==> src/rtl/lcd_spi_rx_pkg.sv <==
// rtl/lcd_spi_rx_pkg.sv - ST7735 command codes and decoder state encodings for lcd_spi_rx
package lcd_spi_rx_pkg;

  localparam logic [7:0] CMD_CASET = 8'h2A;
  localparam logic [7:0] CMD_RASET = 8'h2B;
  localparam logic [7:0] CMD_RAMWR = 8'h2C;

  typedef enum logic [1:0] {
    DEC_IDLE  = 2'd0,
    DEC_CASET = 2'd1,
    DEC_RASET = 2'd2,
    DEC_RAMWR = 2'd3
  } dec_state_e;

  // Bit 8 of a rebuilt word is the dc line: 0 marks a command byte.
  function automatic logic is_cmd(input logic [8:0] word);
    return ~word[8];
  endfunction

endpackage

==> src/rtl/lcd_spi_rx_shift.sv <==
// rtl/lcd_spi_rx_shift.sv - pin synchronisers, sclk edge detect and 9-bit {dc,byte} word assembly
module lcd_spi_rx_shift
  import lcd_spi_rx_pkg::*;
#(
  parameter int SYNC_STAGES = 2
) (
  input  logic       sys_clk,
  input  logic       sys_rst_n,
  input  logic       lcd_cs,
  input  logic       lcd_dc,
  input  logic       lcd_sclk,
  input  logic       lcd_mosi,
  output logic [8:0] rx_data,
  output logic       rx_valid,
  output logic       frame_err
);

  logic [SYNC_STAGES-1:0] cs_sync_q;
  logic [SYNC_STAGES-1:0] sclk_sync_q;
  logic [SYNC_STAGES-1:0] mosi_sync_q;
  logic [SYNC_STAGES-1:0] dc_sync_q;
  logic                   cs_prev_q;
  logic                   sclk_prev_q;
  logic [6:0]             shift_q;
  logic [2:0]             bit_cnt_q;
  logic [8:0]             rx_data_q;
  logic                   rx_valid_q;
  logic                   frame_err_q;

  logic cs_s, sclk_s, mosi_s, dc_s;
  logic sclk_rise, cs_rise, shift_en, word_done;

  assign cs_s   = cs_sync_q[SYNC_STAGES-1];
  assign sclk_s = sclk_sync_q[SYNC_STAGES-1];
  assign mosi_s = mosi_sync_q[SYNC_STAGES-1];
  assign dc_s   = dc_sync_q[SYNC_STAGES-1];

  assign sclk_rise = sclk_s & ~sclk_prev_q;
  assign cs_rise   = cs_s & ~cs_prev_q;
  // An edge arriving together with the cs rise still belongs to the frame.
  assign shift_en  = sclk_rise & ~(cs_s & cs_prev_q);
  assign word_done = shift_en & (bit_cnt_q == 3'd7);

  always_ff @(posedge sys_clk or negedge sys_rst_n) begin
    if (!sys_rst_n) begin
      cs_sync_q   <= '1;
      sclk_sync_q <= '0;
      mosi_sync_q <= '0;
      dc_sync_q   <= '0;
      cs_prev_q   <= 1'b1;
      sclk_prev_q <= 1'b0;
      shift_q     <= '0;
      bit_cnt_q   <= '0;
      rx_data_q   <= '0;
      rx_valid_q  <= 1'b0;
      frame_err_q <= 1'b0;
    end else begin
      cs_sync_q   <= {cs_sync_q[SYNC_STAGES-2:0], lcd_cs};
      sclk_sync_q <= {sclk_sync_q[SYNC_STAGES-2:0], lcd_sclk};
      mosi_sync_q <= {mosi_sync_q[SYNC_STAGES-2:0], lcd_mosi};
      dc_sync_q   <= {dc_sync_q[SYNC_STAGES-2:0], lcd_dc};
      cs_prev_q   <= cs_s;
      sclk_prev_q <= sclk_s;
      rx_valid_q  <= 1'b0;
      frame_err_q <= 1'b0;

      if (shift_en) begin
        shift_q   <= {shift_q[5:0], mosi_s};
        bit_cnt_q <= bit_cnt_q + 3'd1;
        if (word_done) begin
          rx_data_q  <= {dc_s, shift_q, mosi_s};
          rx_valid_q <= 1'b1;
        end
      end

      if (cs_s) begin
        bit_cnt_q <= '0;
        if (cs_rise && !word_done && (bit_cnt_q != 3'd0 || shift_en)) begin
          frame_err_q <= 1'b1;
        end
      end
    end
  end

  assign rx_data   = rx_data_q;
  assign rx_valid  = rx_valid_q;
  assign frame_err = frame_err_q;

endmodule

==> src/rtl/lcd_spi_rx.sv <==
// rtl/lcd_spi_rx.sv - ST7735-style LCD SPI receiver: CASET/RASET/RAMWR decode to RGB565 pixel writes
// Optional LCD_RX_STATS_EN adds cmd_cnt/pix_cnt statistics ports.
module lcd_spi_rx
  import lcd_spi_rx_pkg::*;
#(
  parameter int SYNC_STAGES = 2,
  parameter int COORD_W     = 8
) (
  input  logic               sys_clk,
  input  logic               sys_rst_n,
  input  logic               lcd_cs,
  input  logic               lcd_dc,
  input  logic               lcd_sclk,
  input  logic               lcd_mosi,
  output logic [8:0]         rx_data,
  output logic               rx_valid,
  output logic               frame_err,
  output logic [COORD_W-1:0] pixel_x,
  output logic [COORD_W-1:0] pixel_y,
  output logic [15:0]        pixel_rgb,
  output logic               pixel_valid
`ifdef LCD_RX_STATS_EN
  ,
  output logic [15:0]        cmd_cnt,
  output logic [31:0]        pix_cnt
`endif
);

  localparam logic [COORD_W-1:0] COORD_MAX = '1;

  dec_state_e         state_q;
  logic [1:0]         idx_q;
  logic [COORD_W-1:0] start_hi_q, start_q, end_hi_q;
  logic [COORD_W-1:0] xs_q, xe_q, ys_q, ye_q;
  logic [COORD_W-1:0] x_q, y_q;
  logic [COORD_W-1:0] x_d, y_d;
  logic [7:0]         hi_byte_q;
  logic               hi_have_q;
  logic [COORD_W-1:0] pixel_x_q, pixel_y_q;
  logic [15:0]        pixel_rgb_q;
  logic               pixel_valid_q;
  logic [7:0]         rx_byte;

  lcd_spi_rx_shift #(
    .SYNC_STAGES(SYNC_STAGES)
  ) u_shift (
    .sys_clk  (sys_clk),
    .sys_rst_n(sys_rst_n),
    .lcd_cs   (lcd_cs),
    .lcd_dc   (lcd_dc),
    .lcd_sclk (lcd_sclk),
    .lcd_mosi (lcd_mosi),
    .rx_data  (rx_data),
    .rx_valid (rx_valid),
    .frame_err(frame_err)
  );

  assign rx_byte = rx_data[7:0];

  // Coordinates arrive as 16-bit big-endian pairs; keep only the low COORD_W bits.
  function automatic logic [COORD_W-1:0] coord_of(input logic [15:0] v);
    return COORD_W'(v);
  endfunction

  always_comb begin
    x_d = x_q + 1'b1;
    y_d = y_q;
    if (x_q == xe_q || x_q == COORD_MAX) begin
      x_d = xs_q;
      y_d = (y_q == ye_q || y_q == COORD_MAX) ? ys_q : y_q + 1'b1;
    end
  end

  always_ff @(posedge sys_clk or negedge sys_rst_n) begin
    if (!sys_rst_n) begin
      state_q       <= DEC_IDLE;
      idx_q         <= '0;
      start_hi_q    <= '0;
      start_q       <= '0;
      end_hi_q      <= '0;
      xs_q          <= '0;
      ys_q          <= '0;
      xe_q          <= '1;
      ye_q          <= '1;
      x_q           <= '0;
      y_q           <= '0;
      hi_byte_q     <= '0;
      hi_have_q     <= 1'b0;
      pixel_x_q     <= '0;
      pixel_y_q     <= '0;
      pixel_rgb_q   <= '0;
      pixel_valid_q <= 1'b0;
    end else begin
      pixel_valid_q <= 1'b0;
      if (rx_valid) begin
        if (is_cmd(rx_data)) begin
          // Commands are always decoded from scratch; any half-done sequence is dropped.
          idx_q     <= '0;
          hi_have_q <= 1'b0;
          case (rx_byte)
            CMD_CASET: state_q <= DEC_CASET;
            CMD_RASET: state_q <= DEC_RASET;
            CMD_RAMWR: begin
              state_q <= DEC_RAMWR;
              x_q     <= xs_q;
              y_q     <= ys_q;
            end
            default:   state_q <= DEC_IDLE;
          endcase
        end else begin
          case (state_q)
            DEC_CASET, DEC_RASET: begin
              idx_q <= idx_q + 2'd1;
              case (idx_q)
                2'd0: start_hi_q <= coord_of({rx_byte, 8'h00});
                2'd1: start_q    <= start_hi_q | coord_of({8'h00, rx_byte});
                2'd2: end_hi_q   <= coord_of({rx_byte, 8'h00});
                default: begin
                  state_q <= DEC_IDLE;
                  if (state_q == DEC_CASET) begin
                    xs_q <= start_q;
                    xe_q <= end_hi_q | coord_of({8'h00, rx_byte});
                  end else begin
                    ys_q <= start_q;
                    ye_q <= end_hi_q | coord_of({8'h00, rx_byte});
                  end
                end
              endcase
            end
            DEC_RAMWR: begin
              if (!hi_have_q) begin
                hi_byte_q <= rx_byte;
                hi_have_q <= 1'b1;
              end else begin
                hi_have_q     <= 1'b0;
                pixel_rgb_q   <= {hi_byte_q, rx_byte};
                pixel_x_q     <= x_q;
                pixel_y_q     <= y_q;
                pixel_valid_q <= 1'b1;
                x_q           <= x_d;
                y_q           <= y_d;
              end
            end
            default: ;
          endcase
        end
      end
    end
  end

  assign pixel_x     = pixel_x_q;
  assign pixel_y     = pixel_y_q;
  assign pixel_rgb   = pixel_rgb_q;
  assign pixel_valid = pixel_valid_q;

`ifdef LCD_RX_STATS_EN
  logic [15:0] cmd_cnt_q;
  logic [31:0] pix_cnt_q;

  always_ff @(posedge sys_clk or negedge sys_rst_n) begin
    if (!sys_rst_n) begin
      cmd_cnt_q <= '0;
      pix_cnt_q <= '0;
    end else begin
      if (rx_valid && is_cmd(rx_data)) cmd_cnt_q <= cmd_cnt_q + 16'd1;
      if (pixel_valid_q)               pix_cnt_q <= pix_cnt_q + 32'd1;
    end
  end

  assign cmd_cnt = cmd_cnt_q;
  assign pix_cnt = pix_cnt_q;
`endif

endmodule

==> config.mk <==
export PLATFORM = sky130hd
export DESIGN_NAME = lcd_spi_rx
export DESIGN_NICKNAME = d
export VERILOG_FILES = /design/src/rtl/lcd_spi_rx_pkg.sv /design/src/rtl/lcd_spi_rx_shift.sv /design/src/rtl/lcd_spi_rx.sv
export SDC_FILE = /design/constraint.sdc
export NUM_CORES = 1
export LEC_CHECK = 0
export CAP_MARGIN = 40
export CORE_MARGIN = 4
export CORE_UTILIZATION = 50
export CTS_BUF_LIST = sky130_fd_sc_hd__clkbuf_4
export DETAILED_ROUTE_END_ITERATION = 12
export DONT_BUFFER_PORTS = 1
export PLACE_DENSITY = 0.65
export SLEW_MARGIN = 20
export SYNTH_ARGS = -nofsm -noshare
export SYNTH_HDL_FRONTEND = slang
export SYNTH_SLANG_ARGS = --single-unit
==> constraint.sdc <==
create_clock -name sys_clk -period 2.8 [get_ports sys_clk]
set_input_delay 0.28 -clock sys_clk [delete_from_list [all_inputs] [get_ports sys_clk]]
set_output_delay 0.28 -clock sys_clk [all_outputs]
set_load 0.02 [all_outputs]
* Yosys cells after proc, flatten, opt, wreduce, memory -nomap -nowiden
Index checks and enable logic that the tools add are counted.
** Operators by class
- Add/sub/neg operators :: 4
- Multipliers :: 0
- Divide/modulo/power cells :: 0
- $lt $le $gt $ge :: 0
- Equality and inequality tests :: 18
- Shift-type cells :: 0
- Muxes and demuxes :: 30
- Bitwise gates (word level) :: 11
- Reductions and logical operators :: 23
** Operator list (count)
- $mux W8 :: 11
- $eq A8 B6 Y1 const B :: 3
- $add A8 B1 Y8 const B :: 2
- $eq A8 B8 Y1 :: 2
- $eq A8 B8 Y1 const B :: 2
- $reduce_and A4 Y1 :: 4
- $reduce_and A5 Y1 :: 3
- $mux W1 :: 11
- $mux W2 :: 5
- $ne A2 B2 Y1 const B :: 5
- $eq A2 B2 Y1 const B :: 3
- $mux W3 :: 2
- $not A1 Y1 :: 6
- $pmux W2 S3 :: 1
- $reduce_and A2 Y1 :: 3
- $and A1 B1 Y1 :: 5
- $eq A2 B1 Y1 const B :: 2
- $reduce_bool A2 Y1 :: 2
- $add A3 B1 Y3 const B :: 1
- $eq A3 B3 Y1 const B :: 1
- $logic_or A1 B1 Y1 :: 3
- $reduce_and A3 Y1 :: 1
- $reduce_bool A3 Y1 :: 1
- $reduce_or A3 Y1 :: 1
- 5 further kinds :: 6
** Word-level totals
- Register bits after elaboration :: 133
- Bits in latches :: 0
- Memory bits (writable) :: 0
- Memory bits (read-only) :: 0
- Input bits :: 6
- Output and inout port bits :: 44
- Word-level logic and storage cells :: 112
- Memories :: 0

* Depth between registers and ports, before layout
Gate-level depths: netlist of the first run.
- Word-level depth :: 9
- Depth in mapped cells :: 8
- Mapped depth without buffers :: 7

* Hierarchy
Synthesis of the first run repeated with hierarchy kept, for this count alone.
** Unflattened totals
- Cell total of the unflattened synthesis :: 480
- Area total of the unflattened synthesis :: 5773.0 µm²
** By module, submodules not included
- lcd_spi_rx :: instances 1, cells an instance 412, area an instance 4606.9 µm², seq. area each 2572.5 µm²
- lcd_spi_rx_shift :: instances 1, cells an instance 68, area an instance 1166.1 µm², seq. area each 779.5 µm²

* Worst setup path after synthesis of the first run
No wires, ideal clock.
- Path type :: reg2reg
- From :: register state_q[0]
- To :: register ys_q[0]
- Library setup time :: 125 ps
- Arrival time :: 1988 ps
- Setup slack :: 687 ps
- Stages on the path, launching flop included :: 6
- Path buffers :: 1
- Cells stage by stage :: dfrtp_1 > ha_1 > nand2b_1 > nor4_2 > buf_2 > mux2_2
** Between the ends
- Word-level cells in the longest chain between the ends :: 3
- Elaborated cells between the ends (all ways) :: 5
** Ends and longest elaborated chain
- start, declared :: line lcd_spi_rx.sv:31 : dec_state_e state_q;
- start signal, assigned :: line lcd_spi_rx.sv:76 : state_q <= DEC_IDLE;
- start signal, assigned :: line lcd_spi_rx.sv:101 : CMD_CASET: state_q <= DEC_CASET;
- start signal, assigned :: line lcd_spi_rx.sv:102 : CMD_RASET: state_q <= DEC_RASET;
- $eq A2 B1 Y1 / $eq A2 B2 Y1 (equally long branches) :: line lcd_spi_rx.sv:111, lcd_spi_rx.sv:120
- $reduce_or A2 Y1 / $not A1 Y1 (equally long branches)
- $reduce_and A5 Y1 (no source line) (*)
- end signal, assigned :: line lcd_spi_rx.sv:124 : ys_q <= start_q;
- end, declared :: line lcd_spi_rx.sv:34 : logic [COORD_W-1:0] xs_q, xe_q, ys_q, ye_q;
Every way passes the cells marked *; elsewhere a longest branch is shown, timed or not.
A chain may end at the register's enable or synchronous reset.

* Worst setup path in the final report of the first run
- From :: register u_shift.rx_data_q[8], in the netlist u_shift.rx_data[8]
- To :: register y_q[0]
** Between the ends
- Word-level cells in the longest chain between the ends :: 2
- Elaborated cells between the ends (all ways) :: 6
** Ends and longest elaborated chain
- start, declared :: line lcd_spi_rx_shift.sv:26 : logic [8:0] rx_data_q;
- start signal, assigned :: line lcd_spi_rx_shift.sv:71 : rx_data_q <= {dc_s, shift_q, mosi_s};
- $ne A2 B2 Y1 (no source line) / $reduce_bool A2 Y1 (equally long branches)
- $reduce_and A5 Y1 (no source line)
- end signal, assigned :: line lcd_spi_rx.sv:106 : y_q <= ys_q;
- end signal, assigned :: line lcd_spi_rx.sv:141 : y_q <= y_d;
- end, declared :: line lcd_spi_rx.sv:35 : logic [COORD_W-1:0] x_q, y_q;
Parallel ways exist; a longest one is shown, timed or not.

==> flow_metrics.tcl, run 1 <==
set metrics [dict create \
    outcome "finished with violations" \
    violations "negative hold slack" \
    syn_to_final_growth_pct 7.60 \
    leakagePower_nw 3.11 \
    tns_ps 0 \
    postLayoutCoreUtil 0.556 \
    synthFlopType "dfrtp_1" \
    rsz0062_at_grt "no" \
    layout_commonest_cell "nand2_1" \
    yosysWarnings 0 \
    core_sq_um 10900 \
    hold_path.class "input pin to asynchronous set/reset pin" \
    vias_per_cell 5.37 \
    grt_pass1_wl_mm 19.1 \
    power.switching_w 0.000692 \
    cts_tree "yes" \
    power_frac_comb 0.019 \
    synth_edf_count 0 \
    tightest_slew_ps 674 \
    crit_type "flip-flop to flip-flop" \
    grt_pass1_vias 3610 \
    finalCritPeriodShare 0.854 \
    async_flop_share 1.00 \
    rows 38 \
    p_int_w 0.00250 \
    vias 3585 \
    start_util 0.517 \
    fin_skew_ps 23.9 \
    dr.pass1.iters 4 \
    cp.arrival_ps 2840 \
    critPathMaxStageDelay_ps 530 \
    yosysUniqueCellTypes 47 \
    die_y_microns 114 \
    ir_drop_uv 479 \
    max_cap_viol_count 0 \
    synth_area_sq_um 5650 \
    syn-num-nets 518 \
    crit_family "simple AND/OR/NAND/NOR gates" \
    layout-drive-gt1-share 0.225 \
    root_buffer "clkbuf_4" \
    syn_avg_cell_area_sq_um 11.2 \
    clock_sinks 133 \
    gr-usage-all-layers 0.192 \
    endpoint_kind "flip-flop" \
    max-slew-margin-rel 0.551 \
    gr-total-overflow 0 \
    critical_path_buf_inv_count 1 \
    cellPowerDensity_nw_per_um2 525 \
    fin_nets 530 \
    whs_ps -569 \
    wl_mm 11.4 \
    start_kind "flip-flop" \
    yosysSeqAreaShare 0.593 \
    synth_cells 503 \
    hold_viol 133 \
    clkPwrFrac 0.350 \
    crit_fanout 18 \
    cts-buffers-inserted 17 \
    p_sw_frac 0.217 \
    crit_path_cell_trace "inv_1, nand4_1, o31a_1, or2_4, or3_1, nand3_1" \
    hpwl_mm 7.66 \
    antenna_found_initial 0 \
    layout_common_cells "126 x nand2_1, 114 x dfrtp_1, 55 x mux2_2, 23 x clkbuf_4, 19 x dfstp_2" \
    drv_slew 0 \
    stdcell_count 668 \
    grt_max_degree 134 \
    drtAntennaViolNets 0 \
    period_minus_slack_ps 2390 \
    fmax_mhz 418 \
    finalSetupViolCount 0 \
    crit_required_ps 3250 \
    dieWidth_microns 114 \
    drc_errors 0 \
    antenna_cells 0 \
    die_area_sq_um 13100 \
    postCtsHoldBufs 4 \
    clk_pin_slew_ps 120 \
    ys_seq_elements 133 \
    p_seq_frac 0.631 \
    gp_congestion 0.792 \
    io_pins 50 \
    h-tree-depth 4 \
    dp_cells 632 \
    slowest_stage "dfrtp_1" \
    drt-initial-drc-count 151 \
    numPortBuffers 0 \
    wire_per_inst_microns 17.1 \
    clock_path_buffers 2 \
    clkLatencyLatePin_ps 530 \
]
[metrics by stage]
stage | worst slack (ps) | cell area [sq um] | power (W) | hold WS, ps
6_report | 410 | 6080 | 0.00319 | -569
5_1_grt | 238 | 6080 | 0.00333 | -627
4_1_cts | 416 | 6080 | 0.00323 | -613
3_5_place_dp | 469 | 5800 | 0.00210 | -12.1
3_3_place_gp | 515 | 5800 | 0.00210 | -11.2
2_1_floorplan | 687 | 5650 | 0.00208 | -15.6
[sequential cells by signal, indices dropped and copies added, names as in the netlist, 3 cells and up]
| name | cells |
|---|---|
| pixel_x | 8 |
| u_shift.rx_data | 9 |
| u_shift.shift_q | 7 |
| xe_q | 8 |
| y_q | 8 |
| hi_byte_q | 8 |
| ys_q | 8 |
| pixel_rgb | 16 |
| x_q | 8 |
| xs_q | 8 |
| ye_q | 8 |
| u_shift.bit_cnt_q | 3 |
| pixel_y | 8 |
| start_q | 8 |
[cell usage after synthesis (2+ instances only)]
| library cell | count | area, sq um |
|---|---|---|
| xor2_1 | 16 | 140 |
| buf_4 | 2 | 15.0 |
| clkbuf_1 | 9 | 33.8 |
| nor2b_1 | 2 | 12.5 |
| nand2b_1 | 4 | 25.0 |
| nor2_1 | 17 | 63.8 |
| nand2_1 | 126 | 473 |
| inv_1 | 17 | 63.8 |
| a21oi_1 | 18 | 90.1 |
| a31oi_1 | 4 | 25.0 |
| nor3b_1 | 2 | 15.0 |
| nand3_1 | 10 | 50.1 |
| o22a_1 | 5 | 43.8 |
| and3_1 | 5 | 31.3 |
| buf_1 | 3 | 11.3 |
| mux2i_1 | 8 | 80.1 |
| xnor2_1 | 2 | 17.5 |
| mux2_2 | 55 | 619 |
| ha_1 | 9 | 113 |
| o21ai_0 | 16 | 80.1 |
| buf_6 | 2 | 22.5 |
| o22ai_1 | 3 | 18.8 |
| dfstp_2 | 19 | 499 |
| dfrtp_1 | 114 | 2850 |
| nand4_1 | 4 | 25.0 |
| buf_2 | 6 | 30.0 |
| nor4_1 | 4 | 25.0 |
| a22oi_1 | 2 | 15.0 |
[final timing paths]
| path | start | endpoint | slack (ps) | cells after the start |
|---|---|---|---|---|
| max | u_shift.rx_data[8] | y_q[0] | 410 | 6 |
| max reg2reg | u_shift.rx_data[8] | y_q[0] | 410 | 6 |
| min | sys_rst_n | y_q[6] | -570 | 0 |
| max in group asynchronous | sys_rst_n | ye_q[7] | 3130 | 0 |
| min in group sys_clk | lcd_cs | u_shift.cs_sync_q[0] | 310 | 1 |
| min reg2reg | u_shift.mosi_sync_q[0] | u_shift.mosi_sync_q[1] | 360 | 0 |
[power groups by stage]
stage | logic, W | clock network, W | registers, W
floorplan | 0.0000501 | 0 | 0.00203
finish | 0.0000604 | 0.00112 | 0.00201
detailed placement | 0.0000563 | 0 | 0.00205
global placement | 0.0000541 | 0 | 0.00204
global route | 0.0000666 | 0.00125 | 0.00202
CTS | 0.0000612 | 0.00116 | 0.00201
[timing repair]
| item | 4_1_cts | 5_1_grt |
|---|---|---|
| buffers inserted | 0 | 0 |
| endpoints found under the hold margin | 137 | 133 |
| gates resized for setup | 0 | 0 |
[worst register-to-register path: stages (launching register included)]
cell and delay (ps):
dfrtp_1 530, inv_1 320, nand4_1 210, o31a_1 500, or2_4 340, or3_1 340, nand3_1 90
[metal layers]
metal	share of wire	GRT usage	wire [microns]
met5	0	0	0
met3	0.043	0.0539	490
met2	0.49	0.309	5630
met1	0.45	0.253	5160
met4	0.010	0.0594	119
[cell families (layout without fill, tap and decap cells)]
group,Yosys count,count (layout),share of synthesized area
adder cells (fa/ha/maj),9,9,0.0199
multiplexers,63,63,0.124
buffers and inverters,40,65,0.0319
flip-flops,133,133,0.593
AND/OR/NAND/NOR,183,183,0.141
XOR/XNOR,18,18,0.0279
AO/OA/AOI/OAI,57,57,0.0622
[cell type report]
cell class	instances	area (sq um)
Fill cell	936	4860
Sequential cell	133	3350
Multi-Input combinational cell	330	2120
Tap cell	140	175
Clock buffer	23	173
Timing Repair Buffer	15	123
Inverter	18	67.6
Clock inverter	9	65.1
Note: power is estimated with default switching activity, not from simulation.
==> run 2: changes to the inputs <==
--- a/config.mk
+++ b/config.mk
@@ -11,7 +11,9 @@
 export CTS_BUF_LIST = sky130_fd_sc_hd__clkbuf_4
 export DETAILED_ROUTE_END_ITERATION = 12
 export DONT_BUFFER_PORTS = 1
+export GPL_TIMING_DRIVEN = 0
 export PLACE_DENSITY = 0.65
+export SKIP_CTS_REPAIR_TIMING = 1
 export SLEW_MARGIN = 20
 export SYNTH_ARGS = -nofsm -noshare
 export SYNTH_HDL_FRONTEND = slang
==> constraint.sdc (replaced) <==
create_clock -name sys_clk -period 2.97 [get_ports sys_clk]
set_input_delay 0.297 -clock sys_clk [delete_from_list [all_inputs] [get_ports sys_clk]]
set_output_delay 0.297 -clock sys_clk [all_outputs]
set_load 0.02 [all_outputs]
==> flow_metrics.tcl, run 2 (synthesized netlist as in run 1, its figures left out) <==
set metrics [dict create \
    outcome "finished with violations" \
    violations "negative hold slack" \
    cellPowerDensity_nw_per_um2 556 \
    clock_sinks 133 \
    preCtsSetupSlack_ps 407 \
    finalSetupViolCount 0 \
    tightest_slew_ps 791 \
    start_util 0.517 \
    drt-initial-drc-count 246 \
    path_depth 4 \
    vias 3645 \
    vias_per_cell 5.37 \
    hpwl_mm 7.72 \
    dr.pass1.iters 4 \
    hold_path.class "input pin to asynchronous set/reset pin" \
    cp-startpoint "u_shift.rx_data[8]" \
    wl_mm 11.6 \
    cts-buffers-inserted 17 \
    slowest_stage "nor4_2" \
    wire_per_inst_microns 17.0 \
    die_y_microns 114 \
    cts_tree "yes" \
    layout-drive-gt1-share 0.224 \
    timing.rr.start "u_shift.rx_data[8]" \
    max_cap_viol_count 0 \
    total_power_w 0.00347 \
    crit_fanout 10 \
    grt_max_degree 134 \
    cp.arrival_ps 3010 \
    ir_drop_uv 392 \
    crit_end "ys_q[6]" \
    start_kind "flip-flop" \
    postLayoutCoreUtil 0.570 \
    critPathMaxStageDelay_ps 780 \
    drc_errors 0 \
    clock_path_buffers 2 \
    critical_path_buf_inv_count 2 \
    endpoint_kind "flip-flop" \
    crit_type "flip-flop to flip-flop" \
    crit_path_cell_trace "inv_1, nor4_2, buf_2, mux2_2" \
    reg2reg_to "ys_q[6]" \
    stdcell_count 679 \
    drtAntennaViolNets 0 \
    finalCritPeriodShare 0.874 \
    numPortBuffers 0 \
    core_sq_um 10900 \
    antenna_cells 0 \
    io_pins 50 \
    rows 38 \
    clk_pin_slew_ps 120 \
    root_buffer "clkbuf_4" \
    n_fill_cell 896 \
    h-tree-depth 4 \
    tns_ps 0 \
    crit_family "simple AND/OR/NAND/NOR gates" \
    drv_slew 0 \
    fin_nets 541 \
    ff2ff_setup_slack_ps 370 \
    fmax_mhz 385 \
    layout_common_cells "126 x nand2_1, 114 x dfrtp_1, 55 x mux2_2, 19 x clkbuf_4, 19 x dfstp_2" \
    rsz0062_at_grt "no" \
    clkLatencyLatePin_ps 530 \
    gr-total-overflow 0 \
    fin_ws_ps 373 \
    fin_skew_ps 16.8 \
    crit_required_ps 3380 \
    grt_pass1_vias 3699 \
    dieWidth_microns 114 \
    period_minus_slack_ps 2600 \
    leakagePower_nw 3.17 \
    gr-usage-all-layers 0.195 \
    rr_worst_depth 4 \
    syn_to_final_growth_pct 10.4 \
    largest_register_ffs 16 \
    dp_cells 643 \
    hold_viol 133 \
    layout_commonest_cell "nand2_1" \
    antenna_found_initial 0 \
    max-slew-margin-rel 0.468 \
    grt_pass1_wl_mm 19.4 \
    whs_ps -558 \
    gp_congestion 0.848 \
    die_area_sq_um 13100 \
]
run 2: where the power goes:
group	internal, W	leakage (nW)	total, W	switching, W
Combinational	0.0000397	1.21	0.0000580	0.0000183
Sequential	0.00186	1.76	0.00189	0.0000329
Clock	0.000857	0.197	0.00151	0.000657
Total	0.00276	3.17	0.00347	0.000708
run 2: worst min path at each step:
stage	startpoint	end	slack [ps]	cells after the start
floorplan	sys_rst_n	hi_byte_q[0]	1	0
global placement	sys_rst_n	pixel_valid	6	0
detailed placement	sys_rst_n	pixel_valid	5	0
CTS	sys_rst_n	xs_q[5]	-610	0
global route	sys_rst_n	pixel_x[0]	-630	0
finish	sys_rst_n	start_q[6]	-560	0
run 2: through the flow:
stage	hold slack (ps)	cell area [sq um]
3_5_place_dp	5.05	5820
2_1_floorplan	1.41	5650
5_1_grt	-634	6240
3_3_place_gp	6.09	5820
4_1_cts	-609	6200
6_report	-558	6240
run 2: layout make-up:
type | instances | area [sq um] | area share
inverter | 18 | 67.6 | 0.0108
clock buffer | 19 | 143 | 0.0229
clock inverter | 13 | 229 | 0.0367
multi-input combinational | 330 | 2120 | 0.339
tap | 140 | 175 | 0.0281
buffer | 22 | 113 | 0.0181
sequential | 133 | 3350 | 0.538
timing repair buffer | 4 | 40.0 | 0.00642
run 2: per-layer routing:
metal	global-route usage	part of all wire	vias up
met3	0.0608	0.045	11
li1	-	-	1759
met5	0	0	-
met4	0.0673	0.013	0
met2	0.317	0.50	71
met1	0.247	0.44	1804
==> run 3: changes to the inputs <==
--- a/config.mk
+++ b/config.mk
@@ -12,7 +12,6 @@
 export DETAILED_ROUTE_END_ITERATION = 12
 export DONT_BUFFER_PORTS = 1
 export GPL_TIMING_DRIVEN = 0
-export PLACE_DENSITY = 0.65
 export SKIP_CTS_REPAIR_TIMING = 1
 export SLEW_MARGIN = 20
 export SYNTH_ARGS = -nofsm -noshare
==> flow_metrics.tcl, run 3 (synthesized netlist as in run 1, its figures left out) <==
set metrics [dict create \
    drtAntennaViolNets 0 \
    finalCritPeriodShare 0.865 \
    rr_worst_depth 8 \
    period_minus_slack_ps 2570 \
    multiInputGateArea_sq_um 2120 \
    dp_cells 643 \
    vias_per_cell 5.43 \
    vias 3688 \
    whs_ps -557 \
    wl_met3_microns 672 \
    drv_slew 0 \
    fin_skew_ps 19.4 \
    numPortBuffers 0 \
    hold_path.class "input pin to asynchronous set/reset pin" \
    ff2ff_setup_slack_ps 400 \
    gr-total-overflow 0 \
    gr-usage-all-layers 0.198 \
    layout_commonest_cell "nand2_1" \
    total_power_w 0.00344 \
    crit_required_ps 3440 \
    layout_common_cells "126 x nand2_1, 114 x dfrtp_1, 55 x mux2_2, 19 x dfstp_2, 18 x a21oi_1" \
    start_kind "flip-flop" \
    largest_register_ffs 16 \
    syn_to_final_growth_pct 10.2 \
    layout-drive-gt1-share 0.223 \
    start_util 0.517 \
    hpwl_mm 8.02 \
    tns_ps 0 \
    root_buffer "clkbuf_4" \
    drc_errors 0 \
    max-slew-margin-rel 0.471 \
    wl_met2_mm 5.88 \
    drt-initial-drc-count 221 \
    timing.rr.start "u_shift.rx_data[5]" \
    clock_path_buffers 2 \
    io_pins 50 \
    grt_pass1_wl_mm 19.5 \
    clkLatencyLatePin_ps 540 \
    n_fill_cell 948 \
    antenna_found_initial 0 \
    tightest_slew_ps 787 \
    h-tree-depth 4 \
    violations "negative hold slack" \
    slowest_stage "dfrtp_1" \
    max_cap_viol_count 0 \
    rsz0062_at_grt "no" \
    fmax_mhz 389 \
    clk_pin_slew_ps 110 \
    outcome "finished with violations" \
    clock_sinks 133 \
    seq_area_sq_um 3350 \
    ir_drop_uv 468 \
    die_y_microns 114 \
    cp.arrival_ps 3040 \
    critPathMaxStageDelay_ps 780 \
    leakagePower_nw 3.15 \
    cellPowerDensity_nw_per_um2 552 \
    finalSetupViolCount 0 \
    crit_type "flip-flop to flip-flop" \
    cpMostUsedCell "a21oi_1" \
    dieWidth_microns 114 \
    wl_met1_mm 5.30 \
    antenna_cells 0 \
    core_sq_um 10900 \
    hold_viol 133 \
    highest_layer "met4" \
    wire_per_inst_microns 17.7 \
    cts_tree "yes" \
    grt_max_degree 134 \
    reg2reg_to "y_q[4]" \
    die_area_sq_um 13100 \
    crit_path_cell_trace "nor3b_2, nand4_1, o31a_1, buf_6, nor2_1, buf_4, a21oi_1, a21oi_1" \
    endpoint_kind "flip-flop" \
    stdcell_count 679 \
    grt_pass1_vias 3620 \
    gp_congestion 0.831 \
    dr.pass1.iters 4 \
    fin_nets 541 \
    wl_mm 12.0 \
    crit_fanout 10 \
    cts-buffers-inserted 17 \
    rows 38 \
]
[run 3: area by class of cell]
| type | instances | share of cell area |
|---|---|---|
| Sequential cell | 133 | 0.538 |
| Tap cell | 140 | 0.0281 |
| Clock buffer | 17 | 0.0205 |
| Multi-Input combinational cell | 330 | 0.340 |
| Clock inverter | 15 | 0.0378 |
| Buffer | 22 | 0.0181 |
| Inverter | 18 | 0.0108 |
| Timing Repair Buffer | 4 | 0.00643 |
[run 3: worst max-delay path: cells and delay by family, from the launching register on]
family	cells	cell delay, ps
AOI/OAI and AO/OA	3	510
buffers and inverters	2	410
DFF	1	780
and+or+nand+nor	3	810
[run 3: worst max-delay path by stage]
stage,start,endpoint,cells after the start
finish,u_shift.rx_data[5],y_q[4],8
global route,u_shift.rx_data[2],y_q[4],8
CTS,u_shift.rx_data[8],ys_q[5],4
detailed placement,u_shift.rx_data[8],ys_q[2],4
global placement,u_shift.rx_data[8],ys_q[2],4
floorplan,state_q[0],ys_q[0],5
[run 3: where the power goes]
group | switching, W | total (W) | internal [W]
clock network | 0.000654 | 0.00148 | 0.000828
registers | 0.0000343 | 0.00190 | 0.00186
logic | 0.0000188 | 0.0000584 | 0.0000396
[run 3: per-stage QoR]
stage	utilization	setup slack [ps]	instance area (sq um)
2_1_floorplan	-	857	5650
3_3_place_gp	0.533	435	5820
3_5_place_dp	0.533	433	5820
4_1_cts	0.566	417	6190
5_1_grt	0.569	307	6230
6_report	0.569	402	6230
[run 3: routing by layer]
metal,track usage,vias up
met2,0.315,72
met1,0.256,1846
met4,0.0594,0
met5,0,-
met3,0.0719,12
li1,-,1758
